<file path="src/rtl/writeback_commit_unit_l3_pkg.sv">
// Shared types and sequence-number helpers for the reordering writeback-commit unit.
package writeback_commit_pkg;

  localparam int unsigned SEQ_STORE_BITS = 32;

  typedef struct packed {
    logic [31:0]               pc;
    logic [SEQ_STORE_BITS-1:0] seq_num;
    logic [4:0]                waddr;
    logic [31:0]               wdata;
    logic                      wen;
  } t_rob_entry;

  // Distance of seq from head in a sequence space of 2**bits.
  function automatic logic [SEQ_STORE_BITS-1:0] seq_age(input logic [31:0] seq,
                                                         input logic [31:0] head,
                                                         input int unsigned bits);
    logic [31:0] mask;
    mask = (bits >= 32) ? '1 : ((32'd1 << bits) - 32'd1);
    return (seq - head) & mask;
  endfunction

endpackage

</file>
<file path="src/rtl/writeback_commit_unit_l3_arb.sv">
// Round-robin arbiter: one-hot grant among requesters, priority moves past the winner on en.
module rr_arbiter #(
  parameter  int unsigned p_num_pipes = 1,
  localparam int unsigned GW = (p_num_pipes > 1) ? $clog2(p_num_pipes) : 1
) (
  input  logic                   clk,
  input  logic                   rst,
  input  logic [p_num_pipes-1:0] req,
  input  logic                   en,
  output logic [p_num_pipes-1:0] grant,
  output logic [GW-1:0]          grant_idx
);

  logic [GW-1:0] ptr_q, ptr_d;
  logic [GW-1:0] idx;
  logic          found;

  always_comb begin
    grant     = '0;
    grant_idx = '0;
    found     = 1'b0;
    idx       = '0;
    for (int unsigned i = 0; i < p_num_pipes; i++) begin
      idx = GW'((32'(ptr_q) + i) % p_num_pipes);
      if (!found && req[idx]) begin
        found      = 1'b1;
        grant[idx] = 1'b1;
        grant_idx  = idx;
      end
    end
    ptr_d = ptr_q;
    if (en && found) begin
      ptr_d = ((32'(grant_idx) + 32'd1) == p_num_pipes) ? '0 : grant_idx + 1'b1;
    end
  end

  always_ff @(posedge clk) begin
    if (rst) ptr_q <= '0;
    else     ptr_q <= ptr_d;
  end

endmodule

</file>
<file path="src/rtl/writeback_commit_unit_l3.sv">
// Reordering writeback-commit unit: accepts X->W results, broadcasts completion,
// and commits up to p_commit_width results per cycle in seq_num order.
module writeback_commit_unit_l3
  import writeback_commit_pkg::*;
#(
  parameter int unsigned p_num_pipes    = 1,
  parameter int unsigned p_seq_num_bits = 5,
  parameter int unsigned p_rob_depth    = 8,
  parameter int unsigned p_commit_width = 2
) (
  input  logic                                  clk,
  input  logic                                  rst,
  input  logic [p_num_pipes-1:0]                Ex_val,
  output logic [p_num_pipes-1:0]                Ex_rdy,
  input  logic [p_num_pipes*32-1:0]             Ex_pc,
  input  logic [p_num_pipes*p_seq_num_bits-1:0] Ex_seq_num,
  input  logic [p_num_pipes*5-1:0]              Ex_waddr,
  input  logic [p_num_pipes*32-1:0]             Ex_wdata,
  input  logic [p_num_pipes-1:0]                Ex_wen,
  output logic                                  complete_val,
  output logic [p_seq_num_bits-1:0]             complete_seq_num,
  output logic [4:0]                            complete_waddr,
  output logic [31:0]                           complete_wdata,
  output logic                                  complete_wen,
  output logic [p_commit_width-1:0]             commit_val,
  output logic [p_commit_width*32-1:0]          commit_pc,
  output logic [p_commit_width*p_seq_num_bits-1:0] commit_seq_num,
  output logic [p_commit_width*5-1:0]           commit_waddr,
  output logic [p_commit_width*32-1:0]          commit_wdata,
  output logic [p_commit_width-1:0]             commit_wen,
  input  logic                                  squash_val,
  input  logic [p_seq_num_bits-1:0]             squash_seq_num
);

  localparam int unsigned NP = p_num_pipes;
  localparam int unsigned S  = p_seq_num_bits;
  localparam int unsigned D  = p_rob_depth;
  localparam int unsigned W  = p_commit_width;
  localparam int unsigned GW = (NP > 1) ? $clog2(NP) : 1;
  localparam int unsigned IW = (D > 1) ? $clog2(D) : 1;
  localparam int unsigned CW = $clog2(W + 1);

  t_rob_entry    rob_q [D];
  t_rob_entry    rob_d [D];
  logic [D-1:0]  valid_q, valid_d;
  logic [S-1:0]  head_q, head_d;
  logic          rst_q, rst_d;

  logic [NP-1:0] req, grant;
  logic [GW-1:0] grant_idx;
  logic          accept, blocked, run;
  logic [IW-1:0] in_slot [NP];
  logic [IW-1:0] c_slot  [W];
  logic [CW-1:0] n_commit;
  logic [31:0]   sq_age;
  t_rob_entry    wr_entry;

  // A pipe may only be granted if its seq lies inside the ROB window, so an aliased
  // younger seq can never steal the slot still owed to an older one.
  always_comb begin
    blocked = rst | rst_q | squash_val;
    req     = '0;
    in_slot = '{default: '0};
    for (int unsigned i = 0; i < NP; i++) begin
      in_slot[i] = IW'(32'(Ex_seq_num[i*S +: S]) % D);
      req[i]     = Ex_val[i] & ~blocked & ~valid_q[in_slot[i]] &
                   (seq_age(32'(Ex_seq_num[i*S +: S]), 32'(head_q), S) < D);
    end
  end

  rr_arbiter #(.p_num_pipes(NP)) u_arb (
    .clk       (clk),
    .rst       (rst),
    .req       (req),
    .en        (accept),
    .grant     (grant),
    .grant_idx (grant_idx)
  );

  always_comb begin
    accept           = |grant;
    Ex_rdy           = grant;
    complete_val     = accept;
    complete_seq_num = Ex_seq_num[grant_idx*S +: S];
    complete_waddr   = Ex_waddr[grant_idx*5 +: 5];
    complete_wdata   = Ex_wdata[grant_idx*32 +: 32];
    complete_wen     = Ex_wen[grant_idx];
    wr_entry         = '{pc:      Ex_pc[grant_idx*32 +: 32],
                         seq_num: 32'(Ex_seq_num[grant_idx*S +: S]),
                         waddr:   Ex_waddr[grant_idx*5 +: 5],
                         wdata:   Ex_wdata[grant_idx*32 +: 32],
                         wen:     Ex_wen[grant_idx]};
  end

  always_comb begin
    run            = ~blocked;
    n_commit       = '0;
    commit_val     = '0;
    commit_pc      = '0;
    commit_seq_num = '0;
    commit_waddr   = '0;
    commit_wdata   = '0;
    commit_wen     = '0;
    c_slot         = '{default: '0};
    for (int unsigned k = 0; k < W; k++) begin
      c_slot[k]              = IW'((32'(head_q) + k) % D);
      run                    = run & valid_q[c_slot[k]];
      commit_val[k]          = run;
      n_commit               = n_commit + CW'(run);
      commit_pc[k*32 +: 32]  = rob_q[c_slot[k]].pc;
      commit_seq_num[k*S +: S] = rob_q[c_slot[k]].seq_num[S-1:0];
      commit_waddr[k*5 +: 5] = rob_q[c_slot[k]].waddr;
      commit_wdata[k*32 +: 32] = rob_q[c_slot[k]].wdata;
      commit_wen[k]          = rob_q[c_slot[k]].wen;
    end
  end

  always_comb begin
    rst_d   = rst;
    valid_d = valid_q;
    rob_d   = rob_q;
    head_d  = head_q + S'(n_commit);
    sq_age  = seq_age(32'(squash_seq_num), 32'(head_q), S);
    for (int unsigned k = 0; k < W; k++) begin
      if (commit_val[k]) valid_d[c_slot[k]] = 1'b0;
    end
    if (squash_val) begin
      for (int unsigned e = 0; e < D; e++) begin
        if (seq_age(rob_q[e].seq_num, 32'(head_q), S) >= sq_age) valid_d[e] = 1'b0;
      end
    end
    if (accept) begin
      rob_d[in_slot[grant_idx]]   = wr_entry;
      valid_d[in_slot[grant_idx]] = 1'b1;
    end
  end

  always_ff @(posedge clk) begin
    rst_q <= rst_d;
    rob_q <= rob_d;
    if (rst) begin
      valid_q <= '0;
      head_q  <= '0;
    end else begin
      valid_q <= valid_d;
      head_q  <= head_d;
    end
  end

  function automatic logic [95:0] trace();
    return {32'(grant_idx), 32'(head_q), 32'(n_commit)};
  endfunction

endmodule

</file>
<file path="config.mk">
export PLATFORM = sky130hd
export DESIGN_NAME = writeback_commit_unit_l3
export DESIGN_NICKNAME = d
export VERILOG_FILES = /design/src/rtl/writeback_commit_unit_l3_pkg.sv /design/src/rtl/writeback_commit_unit_l3_arb.sv /design/src/rtl/writeback_commit_unit_l3.sv
export SDC_FILE = /design/constraint.sdc
export NUM_CORES = 1
export LEC_CHECK = 0
export ABC_AREA = 1
export CORE_MARGIN = 2
export CORE_UTILIZATION = 60
export CTS_BUF_LIST = sky130_fd_sc_hd__clkbuf_8
export DETAILED_ROUTE_END_ITERATION = 10
export GPL_ROUTABILITY_DRIVEN = 0
export PLACE_DENSITY = 0.83
export SLEW_MARGIN = 20
export SYNTH_ARGS = -nofsm -noshare
export SYNTH_HDL_FRONTEND = slang
export SYNTH_SLANG_ARGS = --single-unit
</file>
<file path="constraint.sdc">
create_clock -name clk -period 5.06 [get_ports clk]
set_input_delay 1.012 -clock clk [delete_from_list [all_inputs] [get_ports clk]]
set_output_delay 1.012 -clock clk [all_outputs]
set_load 0.01 [all_outputs]
</file>
After elaboration in Yosys (flattened, before gate mapping)
Index checks and enable logic that the tools add are counted.
{"block": "totals", "regBits": 830, "inputBits": 84, "wordCells": 130}
{"block": "classes", "add_sub_neg": 13, "n_lt_le_gt_ge": 19, "muxes": 34, "bitwise": 17, "reduce_logical": 4}
{"operator": "bitwise mux 816 bit", "n": 1}
{"operator": "binary-select mux 102 bit (select 3 bit)", "n": 2}
{"operator": "two-way mux 102 bit", "n": 5}
{"operator": "demux 102 bit (select 3 bit)", "n": 1}
{"operator": "subtractor 5 bit", "n": 10}
{"operator": "greater-or-equal comparator 5 bit", "n": 8}
{"operator": "two-way mux 8 bit", "n": 4}
{"operator": "bitwise AND 8 bit", "n": 2}
{"operator": "NOT 8 bit", "n": 2}
{"operator": "two-way mux 1 bit", "n": 15}
{"operator": "greater-or-equal comparator 4 bit, second input constant", "n": 3}
{"operator": "< comparator 3 x 4 -> 1 bit, second input constant", "n": 3}
{"operator": "NOT 3 -> 4 bit", "n": 3}
{"operator": "binary-select mux 1 bit (select 3 bit)", "n": 3}
{"operator": "demux 1 bit (select 3 bit)", "n": 3}
{"operator": "greater-or-equal comparator 3 x 1 -> 1 bit, second input constant", "n": 3}
{"operator": "bitwise OR 8 bit", "n": 1}
{"operator": "adder 5 x 2 -> 5 bit", "n": 1}
{"operator": "bitwise AND 1 bit", "n": 5}
{"operator": "< comparator 5 x 4 -> 1 bit, second input constant", "n": 1}
{"operator": "logical AND 1 bit", "n": 4}
{"operator": "< comparator 4 x 1 -> 1 bit, second input constant", "n": 1}
{"operator": "adder 3 x 1 -> 3 bit, second input constant", "n": 1}
{"operator": "adder 1 x 1 -> 2 bit", "n": 1}
{"operator": "2 further kinds", "n": 4}

Logic depth before layout (Yosys ltp)
Gate-level depths: netlist of run 1.
{"block": "depth", "ltp_word": 13, "mapped_depth": 17, "depth_no_buf": 17}

Cells and area by module
Synthesis of run 1 repeated with hierarchy kept, for this count alone.
{"block": "hier_totals", "cells_unflattened": 2758, "hier_area_um2": 29781.1}
{"module": "writeback_commit_unit_l3", "n_inst": 1, "cells_per_inst": 2755, "area_per_inst_um2": 29762.3, "seq_area_each_um2": 18297.5}
{"module": "rr_arbiter", "n_inst": 1, "cells_per_inst": 3, "area_per_inst_um2": 18.8, "seq_area_each_um2": 0.0}

Worst setup path after synthesis of run 1
No wires, ideal clock.
{"block": "synth_path", "kind": "input to register", "start": "input Ex_seq_num[3]", "end": "register rob_q[306] (netlist name) (enable)", "arrival_ns": 3.425, "required_time_ns": 4.631, "path_slack_ns": 1.206, "cell_stages": 11, "n_path_buf": 0, "cell_sequence": "ha_1 -> nor2_1 -> nand2_1 -> nand3_1 -> nor2_1 -> nand2_1 -> nor2_1 -> nand2_1 -> inv_2 -> nand2_1 -> inv_1"}
{"block": "synth_via", "elab_chain_cells": 4}
{"element": "start: declaration", "line_no": "writeback_commit_unit_l3.sv:16", "rtl": "input logic [p_num_pipes*p_seq_num_bits-1:0] Ex_seq_num,"}
{"element": "subtractor 5 bit", "line_no": "writeback_commit_unit_l3_pkg.sv:20", "rtl": "return (seq - head) & mask;"}
{"element": "< comparator 5 x 4 -> 1 bit", "line_no": "writeback_commit_unit_l3.sv:67", "rtl": "(seq_age(32'(Ex_seq_num[i*S +: S]), 32'(head_q), S) < D);"}
{"element": "bitwise AND 1 bit", "line_no": "writeback_commit_unit_l3.sv:66", "rtl": "req[i] = Ex_val[i] & ~blocked & ~valid_q[in_slot[i]] &"}
{"element": "two-way mux 1 bit", "line_no": "writeback_commit_unit_l3_arb.sv:25", "rtl": "if (!found && req[idx]) begin"}
{"element": "net Ex_rdy", "line_no": "writeback_commit_unit_l3.sv:14", "rtl": "output logic [p_num_pipes-1:0] Ex_rdy,"}
{"element": "end signal: assignment", "line_no": "writeback_commit_unit_l3.sv:140", "rtl": "rob_q <= rob_d;"}
{"element": "end: declaration", "line_no": "writeback_commit_unit_l3.sv:43", "rtl": "t_rob_entry rob_q [D];"}
The timed path passes the listed nets, and every way through them passes these cells.
A chain may end at the register's enable or synchronous reset.

Worst setup path after layout of run 1
{"block": "layout_path", "start": "register head_q[2]", "end": "output commit_pc[47]"}
{"block": "layout_via", "elab_chain_cells": 5}
{"element": "start: declaration", "line_no": "writeback_commit_unit_l3.sv:46", "rtl": "logic [S-1:0] head_q, head_d;"}
{"element": "start signal: assignment", "line_no": "writeback_commit_unit_l3.sv:143", "rtl": "head_q <= '0;"}
{"element": "start signal: assignment", "line_no": "writeback_commit_unit_l3.sv:146", "rtl": "head_q <= head_d;"}
{"element": "adder 3 x 1 -> 3 bit", "line_no": "writeback_commit_unit_l3.sv:106", "rtl": "c_slot[k] = IW'((32'(head_q) + k) % D);"}
{"element": "NOT 3 -> 4 bit (implied by the code)", "line_no": "writeback_commit_unit_l3.sv:110", "rtl": "commit_pc[k*32 +: 32] = rob_q[c_slot[k]].pc;"}
{"element": "binary-select mux 102 bit (select 3 bit)", "line_no": "writeback_commit_unit_l3.sv:110"}
{"element": "two-way mux 102 bit (2 in a row)"}
{"element": "end: declaration", "line_no": "writeback_commit_unit_l3.sv:26", "rtl": "output logic [p_commit_width*32-1:0] commit_pc,"}
Every way passes these cells. The select of a mux whose other input is x is not followed.

==> impl_summary.md, run 1 <==
Die
The die is 225.0 µm tall. The horizontal extent of the die is between 200 and 250 µm. The die covers between 0.05 and 0.06 mm². In this run the standard cell core region covers about 0.048 mm². During I/O placement, the number of pins put on the boundary was 281. The number of rows created at floorplan is 80. The initial utilization of the core area, before any placement, comes to a little over 60%.

Timing
Adding up every negative setup slack in the final design gives 0 ns. Timing would allow up to 200.9 MHz. The hold violation total from the final report is 0. In the finished design, the share of the clock period the worst path needs comes to between 90% and 100%.

The final setup violation count is 0. The final count of pins violating max slew was 0. The time the worst path needs with I/O delays and setup is ~5 ns. Across all setup checks in the final design, the least slack found is around 0.08 ns. Setup repair after global routing left no endpoint under its margin. The remaining max-slew budget at the tightest pin is approximately 29%. The worst clock skew is 0.03071 ns. The transition time at the pin with the least slew margin is between 1 and 1.5 ns.

Route
The final layout contains routed wiring with a total length of ~96 mm. In the final routed layout, each cell accounts on average for 27.11 µm. The residual antenna-violating net count after detailed routing is 0. The first routing iteration left 3821 violations. The total number of vias is 24155. The pre-antenna-repair detailed-routing pass consisted of 9 iterations. The number of remaining DRC errors is 0. The number of vias per cell is between 6 and 7.

Pwr
The internal portion of the total power is 7.573 mW. Net switching is about 22% of the power. The proportion of power drawn by flip-flops and latches is ~57%.

For this design the static power due to leakage is between 10 and 15 nW. The worst-case IR drop observed on VDD is about 0.00022 V. The total power divided by cell area is around 280 mW/mm². The switching power summed over all nets is 2.165 mW. Per report_power, the combinational group accounts for approximately 3.0% of the total.

The clock share of power is 39.6%.

Worst setup path
The combined buffer and inverter count along the critical path is 4. The critical path in this run is classified as register to primary output. The critical path launch point type is a register.

The category of cells accounting for the largest share of critical-path delay is buffers and inverters. The critical path runs through a total of 10 cells. The slowest stage of the critical path is the sky130_fd_sc_hd__dfxtp_1 cell.

The depth of the worst register-to-register path is 14. The worst setup path is captured at a primary output. The largest incremental delay on the critical path is around 0.66 ns. The setup slack of the most critical reg-to-reg path is between 1.5 and 2 ns. The endpoint arrival time on the critical path is roughly 4.0 ns.

The critical path goes through inv_6, nand2_4, nand2_8, inv_4, nand3_1, buf_12, o22ai_1, a21oi_1, o2111ai_1, clkdlybuf4s50_1. In this run the worst path has a maximum fanout of 25. The required time at the endpoint of the critical path is between 4 and 5 ns.

Yosys
The share of flip-flops with an asynchronous set or reset is 0%. The count of different cell masters after synthesis is between 50 and 60. In the post-synthesis netlist, the cell with the most instances is sky130_fd_sc_hd__edfxtp_1. The number of synthesized flops with an enable pin is 600. Ranked by total cell area, the synthesized netlist is headed by sky130_fd_sc_hd__edfxtp_1 (61%), sky130_fd_sc_hd__nand2_1 (6.9%), sky130_fd_sc_hd__a221oi_1 (4.1%), sky130_fd_sc_hd__inv_1 (3.7%), sky130_fd_sc_hd__ha_1 (2.8%). The most used flip-flop cell after synthesis is sky130_fd_sc_hd__edfxtp_1. For this run, the register share of the synthesized area comes to roughly 62%. The net count after synthesis is 2714. Counting flops and latches in the post-synthesis netlist gives 614.

The area share of the leading cell type in the synthesized netlist is 61.48%. Counting every instance in the synthesized netlist gives 2555. In the synthesized netlist, the cells that appear most often are sky130_fd_sc_hd__edfxtp_1 (600), sky130_fd_sc_hd__nand2_1 (538), sky130_fd_sc_hd__inv_1 (291), sky130_fd_sc_hd__a221oi_1 (136), sky130_fd_sc_hd__o22ai_1 (91). The top cell type by total area after synthesis is sky130_fd_sc_hd__edfxtp_1.

The post-synthesis instance area is 0.02931 mm². The mean cell area of the mapped netlist is between 10 and 15 µm². The Yosys step of the flow raised 0 warnings.

Clock tree
The later pin in the worst-skew pair is clocked with a latency of 0.72 ns. The clock tree synthesis step divided the H-tree into 3 levels. TritonCTS created 96 clock buffers.

TritonCTS built the clock tree. The cell sitting at the root of the clock tree is a sky130_fd_sc_hd__clkbuf_8. The largest buffer count on any clock path is 3. The clock transition at the register clock pins on the worst setup and hold paths after CTS is about 0.07 ns.

The count of instances resized after the clock tree is built is 0. The tree built by TritonCTS fans out to between 600 and 700 sinks. The buffer count from post-CTS setup fixing is 0. Hold repair after CTS inserted 0 buffers.

GRT
The total global routing overflow is 0. The number of antenna violations at the first check in global routing came to 3. The wire length of the first global-routing pass is about 140 mm. The number of global-route vias before repair is roughly 24000.

The combined global-route utilization of all metal layers is a little under two fifths. Entering global routing, the biggest net connects 70 pins.

Worst hold path
The type of the tightest min-delay check is register to register. Counting instances, the worst hold path has a depth of 2.

Place
The port buffer count is 280. After detailed placement, the total cell area comes to about 0.033 mm². The wire-length estimate of the detail-placed layout is 57.82 mm. OpenSTA, run right after detailed placement, puts the worst setup slack at between 0.6 and 0.7 ns.

Run
The tool flagged a number of max-cap violations equal to 0.

Final layout
The filler cells instantiated in the layout total 3100. Measured on the finished design, the core utilization comes to just over 70%. The net count reported at finish is around 3000. The share of cells above drive strength 1 is between 8 and 9%. Relative to the synthesized area, the layout overhead comes to 17.47%. The final design area excluding fillers is between 0.03 and 0.04 mm².

Run status
The flow ran to the end, and the final reports show no timing, DRC or antenna violations.
worst register-to-register path: stages, from the launching register on:
cell and delay, ns:
sky130_fd_sc_hd__dfxtp_1 0.34, sky130_fd_sc_hd__buf_4 0.24, sky130_fd_sc_hd__inv_1 0.15, sky130_fd_sc_hd__buf_4 0.27, sky130_fd_sc_hd__fa_1 0.46, sky130_fd_sc_hd__xnor2_1 0.62, sky130_fd_sc_hd__buf_4 0.29, sky130_fd_sc_hd__ha_1 0.15
sky130_fd_sc_hd__nand2_1 0.05, sky130_fd_sc_hd__o211ai_1 0.33, sky130_fd_sc_hd__nand2_1 0.09, sky130_fd_sc_hd__o21ai_0 0.15, sky130_fd_sc_hd__nand2_1 0.08, sky130_fd_sc_hd__nand3_1 0.07, sky130_fd_sc_hd__a21oi_1 0.06
power by group through the flow:
| stage | Sequential [mW] | Combinational, mW | Clock [mW] |
|---|---|---|---|
| global placement | 5.70 | 0.274 | 0 |
| floorplan | 5.70 | 0.105 | 0 |
| global route | 5.59 | 0.313 | 4.07 |
| CTS | 5.59 | 0.286 | 3.84 |
| detailed placement | 5.70 | 0.284 | 0 |
| finish | 5.59 | 0.292 | 3.86 |
path summary, 6_finish.rpt:
kind                             start                     to
setup / recovery  head_q[2]$_SDFF_PP0_          commit_pc[47]
hold / removal    head_q[3]$_SDFF_PP0_   head_q[4]$_SDFF_PP0_
setup reg to reg  head_q[1]$_SDFF_PP0_  valid_q[1]$_SDFF_PP0_
hold reg to reg   head_q[3]$_SDFF_PP0_   head_q[4]$_SDFF_PP0_
routing by layer:
layer	up-vias	global-route usage [%]	part of all wire [%]
li1	9988	-	-
met1	11368	46.26	33
met2	2282	58.53	45
met3	513	10.69	15
met4	4	23.05	6.5
met5	-	0	0.025
flip-flops by register name, indices dropped and copies added, names as in the netlist:
register,flops
head_q,5
rst_q,1
rob_q,600
valid_q,8
cell families (layout without fill, tap and decap cells):
| kind of cell | after synthesis | count (layout) | synth area share [%] |
|---|---|---|---|
| buf+inv | 477 | 838 | 7.489 |
| xor+xnor | 20 | 20 | 0.5977 |
| compound gates | 607 | 607 | 14.87 |
| other cells | 0 | 2 | 0 |
| flops | 614 | 614 | 62.44 |
| simple gates | 762 | 762 | 11.15 |
| fa+ha+maj | 75 | 75 | 3.458 |
layout by cell type, fill, tap and decap left out, types with 64 or more instances in the layout:
cell type,instances
sky130_fd_sc_hd__a21oi_1,79
sky130_fd_sc_hd__a221oi_1,136
sky130_fd_sc_hd__a22oi_1,75
sky130_fd_sc_hd__clkbuf_8,98
sky130_fd_sc_hd__clkdlybuf4s50_1,280
sky130_fd_sc_hd__edfxtp_1,600
sky130_fd_sc_hd__ha_1,64
sky130_fd_sc_hd__inv_1,317
sky130_fd_sc_hd__nand2_1,538
sky130_fd_sc_hd__nand3_1,80
sky130_fd_sc_hd__nor2_1,69
sky130_fd_sc_hd__o21ai_0,84
sky130_fd_sc_hd__o22ai_1,91
cell type report:
class                      count  area, µm²  share of cell area (%)
timing repair buffer         355       3620                   10.51
sequential                   614      18300                   53.15
tap                          615      769.5                   2.235
multi-input combinational   1464       8835                   25.66
antenna                        2      5.005                 0.01454
inverter                     308       1175                   3.413
clock inverter                77      375.4                   1.090
clock buffer                  98       1349                   3.918
per-stage QoR:
step | hold WS (ns) | power [mW] | instances
2_1_floorplan | 0.4946 | 5.804 | 2555
3_3_place_gp | 0.5253 | 5.971 | 3356
3_5_place_dp | 0.5388 | 5.982 | 3356
4_1_cts | 0.5417 | 9.720 | 3531
5_1_grt | 0.5707 | 9.970 | 3532
6_report | 0.5475 | 9.738 | 3533
Note: power is estimated with default switching activity, not from simulation.
==> run 2: changes to the inputs <==
CAP_MARGIN = 0   (was default)
GPL_ROUTABILITY_DRIVEN = default   (was 0)
HOLD_SLACK_MARGIN = 0.05   (was default)
==> run 2 against run 1 <==
Maximum frequency rose by 1.4%. Die area unchanged. Register-to-register slack got worse by 0.24 ns. Design area about the same. Total power is 0.91% lower. Worst hold slack improved by 0.0043 ns. Critical path depth down 4. Non-clock buffer count up 3. Critical path type unchanged. Largest power group unchanged.
==> impl_summary.md, run 2 (synthesis gave the netlist of run 1 again) <==
Place
The final weighted congestion in routability-driven placement is between 0.9 and 1. Before CTS, the worst setup slack after placement is about 0.87 ns. In this run the tool buffered the top-level ports with 280 buffer cells. Summed over all nets, the half-perimeter wirelength after detailed placement is about 58 mm. Once placement finished, the instance area stood at roughly 0.033 mm².

GRT
Entering global routing, the biggest net connects 61 pins. The wire length of the first global-routing pass is between 100 and 150 mm. The number of global-route vias before repair is 23417. The combined global-route utilization of all metal layers is 37.21%.

The number of antenna violations at the first check in global routing came to 9. The total overflow left after global routing is 0.

Worst setup path
For the worst setup path, the data arrival time is around 3.9 ns. STA classifies the critical path startpoint as a register. The critical path contains buffers and inverters numbering 3 combined. In this run the critical register-to-register path is captured at valid_q[7]$_SDFF_PP0_. Along the worst path, the maximum fanout reaches 60. The largest incremental delay on the critical path is 0.85 ns. The required time at the endpoint of the critical path is 4.05 ns. In this run the critical register-to-register path is launched from head_q[0]$_SDFF_PP0_. The depth of the worst register-to-register path is 15.

The critical path in this run is classified as register to primary output. On the critical path the largest part of the delay comes from buffers and inverters. The signal on the critical path passes through inv_6, nor3_4, buf_4, a22oi_1, o2111ai_1, clkdlybuf4s50_1. Counting buffers and inverters, the worst setup path is 6 cells deep. The setup slack of the most critical reg-to-reg path is between 1 and 1.5 ns. STA classifies the critical path endpoint as a primary output.

The slowest cell on the critical path is sky130_fd_sc_hd__buf_4.

Timing
The hold violation total from the final report is 0. The worst path meets setup with approximately 0.15 ns of slack. The worst clock skew is roughly 0.038 ns. The setup total negative slack is 0 ns. The remaining max-slew budget at the tightest pin is 28.79%.

The final setup violation count is 0. Setup repair after global routing left no endpoint under its margin. For the pin with the worst max-slew slack, the measured transition is 1.068 ns. The smallest clock period supported by the final layout is computed as 4.909 ns.

The period utilization is 97.01%. The fmax is a little over 200 MHz. The final count of pins violating max slew is 0.

Worst hold path
The startpoint of the tightest hold check path is head_q[3]$_SDFF_PP0_. The worst hold path depth is 2. The worst hold endpoint is head_q[4]$_SDFF_PP0_.

The tightest min-delay check is of the register to register type.

Final layout
Cells with a size suffix above 1 make up under 10% of the layout. The net count reported at finish is about 3000. Leaving out fill and tap cells, the most frequent cells in the layout are sky130_fd_sc_hd__edfxtp_1 (600), sky130_fd_sc_hd__nand2_1 (538), sky130_fd_sc_hd__inv_1 (311), sky130_fd_sc_hd__clkdlybuf4s50_1 (280), sky130_fd_sc_hd__a221oi_1 (136). The register with the most flip-flops in the layout has 600 of them. The synthesis-to-layout area growth is 17.42%. The largest registers in the layout are rob_q: 600 flops, valid_q: 8 flops, head_q: 5 flops. The top register by number of flip-flops is rob_q.

The library cell used most frequently in the layout, excluding fill and tap cells, is sky130_fd_sc_hd__edfxtp_1. The final design area excluding fillers is ~0.034 mm².

Die
The number of rows created at floorplan is 80. The die covers around 0.051 mm². In this run the horizontal extent of the chip is approximately 230 µm.

The vertical extent of the die is approximately 230 µm. The core footprint is 0.04795 mm². The I/O pin count is approximately 280. The initial standard-cell utilization of the core is 61.12%.

Pwr
The clock share of power is 39.0%. The switching power summed over all nets is between 2 and 2.5 mW. The fraction of power spent switching nets is roughly 22%. The cell-internal power is 7.562 mW. The power share of the combinational group is roughly 3.0%. The largest vdd supply drop is 0.0002177 V.

For this design the static power due to leakage is approximately 12 nW. The total power divided by cell area is 280.4 mW/mm². The proportion of power drawn by flip-flops and latches is roughly 58%.

Route
For this block, the initial DRC count from the detailed router was 3783. The routed layout has approximately 24000 vias. The residual antenna-violating net count after detailed routing is 0.

The final routed wirelength across all metal layers is between 90 and 100 mm. The number of detailed-route iterations in the first pass is 8. In the final routed layout, each cell accounts on average for 27.03 µm. For this run, design rule violations remaining after detail routing come to 0.

The number of vias per cell is ~6.8.

Clock tree
The CTS buffer count is 94. Counting along the longest clock path gives a buffer depth of 3. At the later pin of the worst-skew pair, clock insertion delay measures just over 0.7 ns. The hold buffer count at CTS is 0. After clock tree synthesis, the clock-pin slew on the worst setup and hold paths is 0.06 ns. The TritonCTS clock tree is yes.

The depth of the CTS H-tree is 3. The tree is rooted in a sky130_fd_sc_hd__clkbuf_8. The total clock sinks is 614.

Run status
The flow ran to the end, and the final reports show no timing, DRC or antenna violations.

Run
Max-cap violations in this run came to 0.
## run 2: worst min-delay path, cell delays in order, from the launching register on
cell                      delay [ns]
sky130_fd_sc_hd__dfxtp_1        0.33
sky130_fd_sc_hd__nand3_1        0.11
sky130_fd_sc_hd__a21oi_1        0.07
## run 2: per-layer routing
metal | vias to the layer above | routed length, µm | part of all wire (%) | GRT usage (%)
met5 | - | 44 | 0.046 | 0
met4 | 8 | 5043 | 5.3 | 21.04
met3 | 435 | 13810 | 14 | 9.309
met2 | 2202 | 43980 | 46 | 58.28
met1 | 11260 | 32440 | 34 | 47.70
li1 | 9983 | - | - | -
## run 2: power by group through the flow
stage               Sequential [mW]  Combinational [mW]  Clock, mW
floorplan                      5.70               0.105          0
global placement               5.70               0.278          0
detailed placement             5.70               0.288          0
CTS                            5.59               0.290       3.76
global route                   5.59               0.316       3.98
finish                         5.59               0.294       3.76
## run 2: metrics by stage
stage                     hold slack, ns  power [mW]  std cells  util (%)
after detailed placement          0.5364       5.986       3359     68.30
after global placement            0.5217       5.975       3359     68.30
after CTS                         0.5466       9.638       3522     71.75
final                             0.5518       9.649       3526     71.77
after global routing              0.5788       9.883       3526     71.77
after floorplan                   0.4946       5.804       2555         -
## run 2: worst max-delay path by stage
stage	from	to	slack [ns]
floorplan	Ex_seq_num[3]	rob_q[306]$_DFFE_PP_	1.21
global placement	Ex_seq_num[1]	Ex_rdy	0.87
detailed placement	Ex_seq_num[1]	Ex_rdy	0.87
CTS	head_q[0]$_SDFF_PP0_	commit_pc[47]	0.15
global route	head_q[0]$_SDFF_PP0_	commit_pc[47]	0.06
finish	head_q[2]$_SDFF_PP0_	commit_pc[6]	0.15
## run 2: repair_timing
action | 4_1_cts | 5_1_grt
endpoints found under the setup margin | 0 | 3
gates resized for setup | 0 | 1
buffers inserted | 0 | 0
## run 2: final cells by class
class	instances	area, µm²
clock inverter	67	329.1
inverter	308	1174
fill	3129	13530
timing repair buffer	358	3676
sequential	614	18300
tap	615	769.5
multi-input combinational	1464	8835
clock buffer	96	1321
antenna	4	10.01
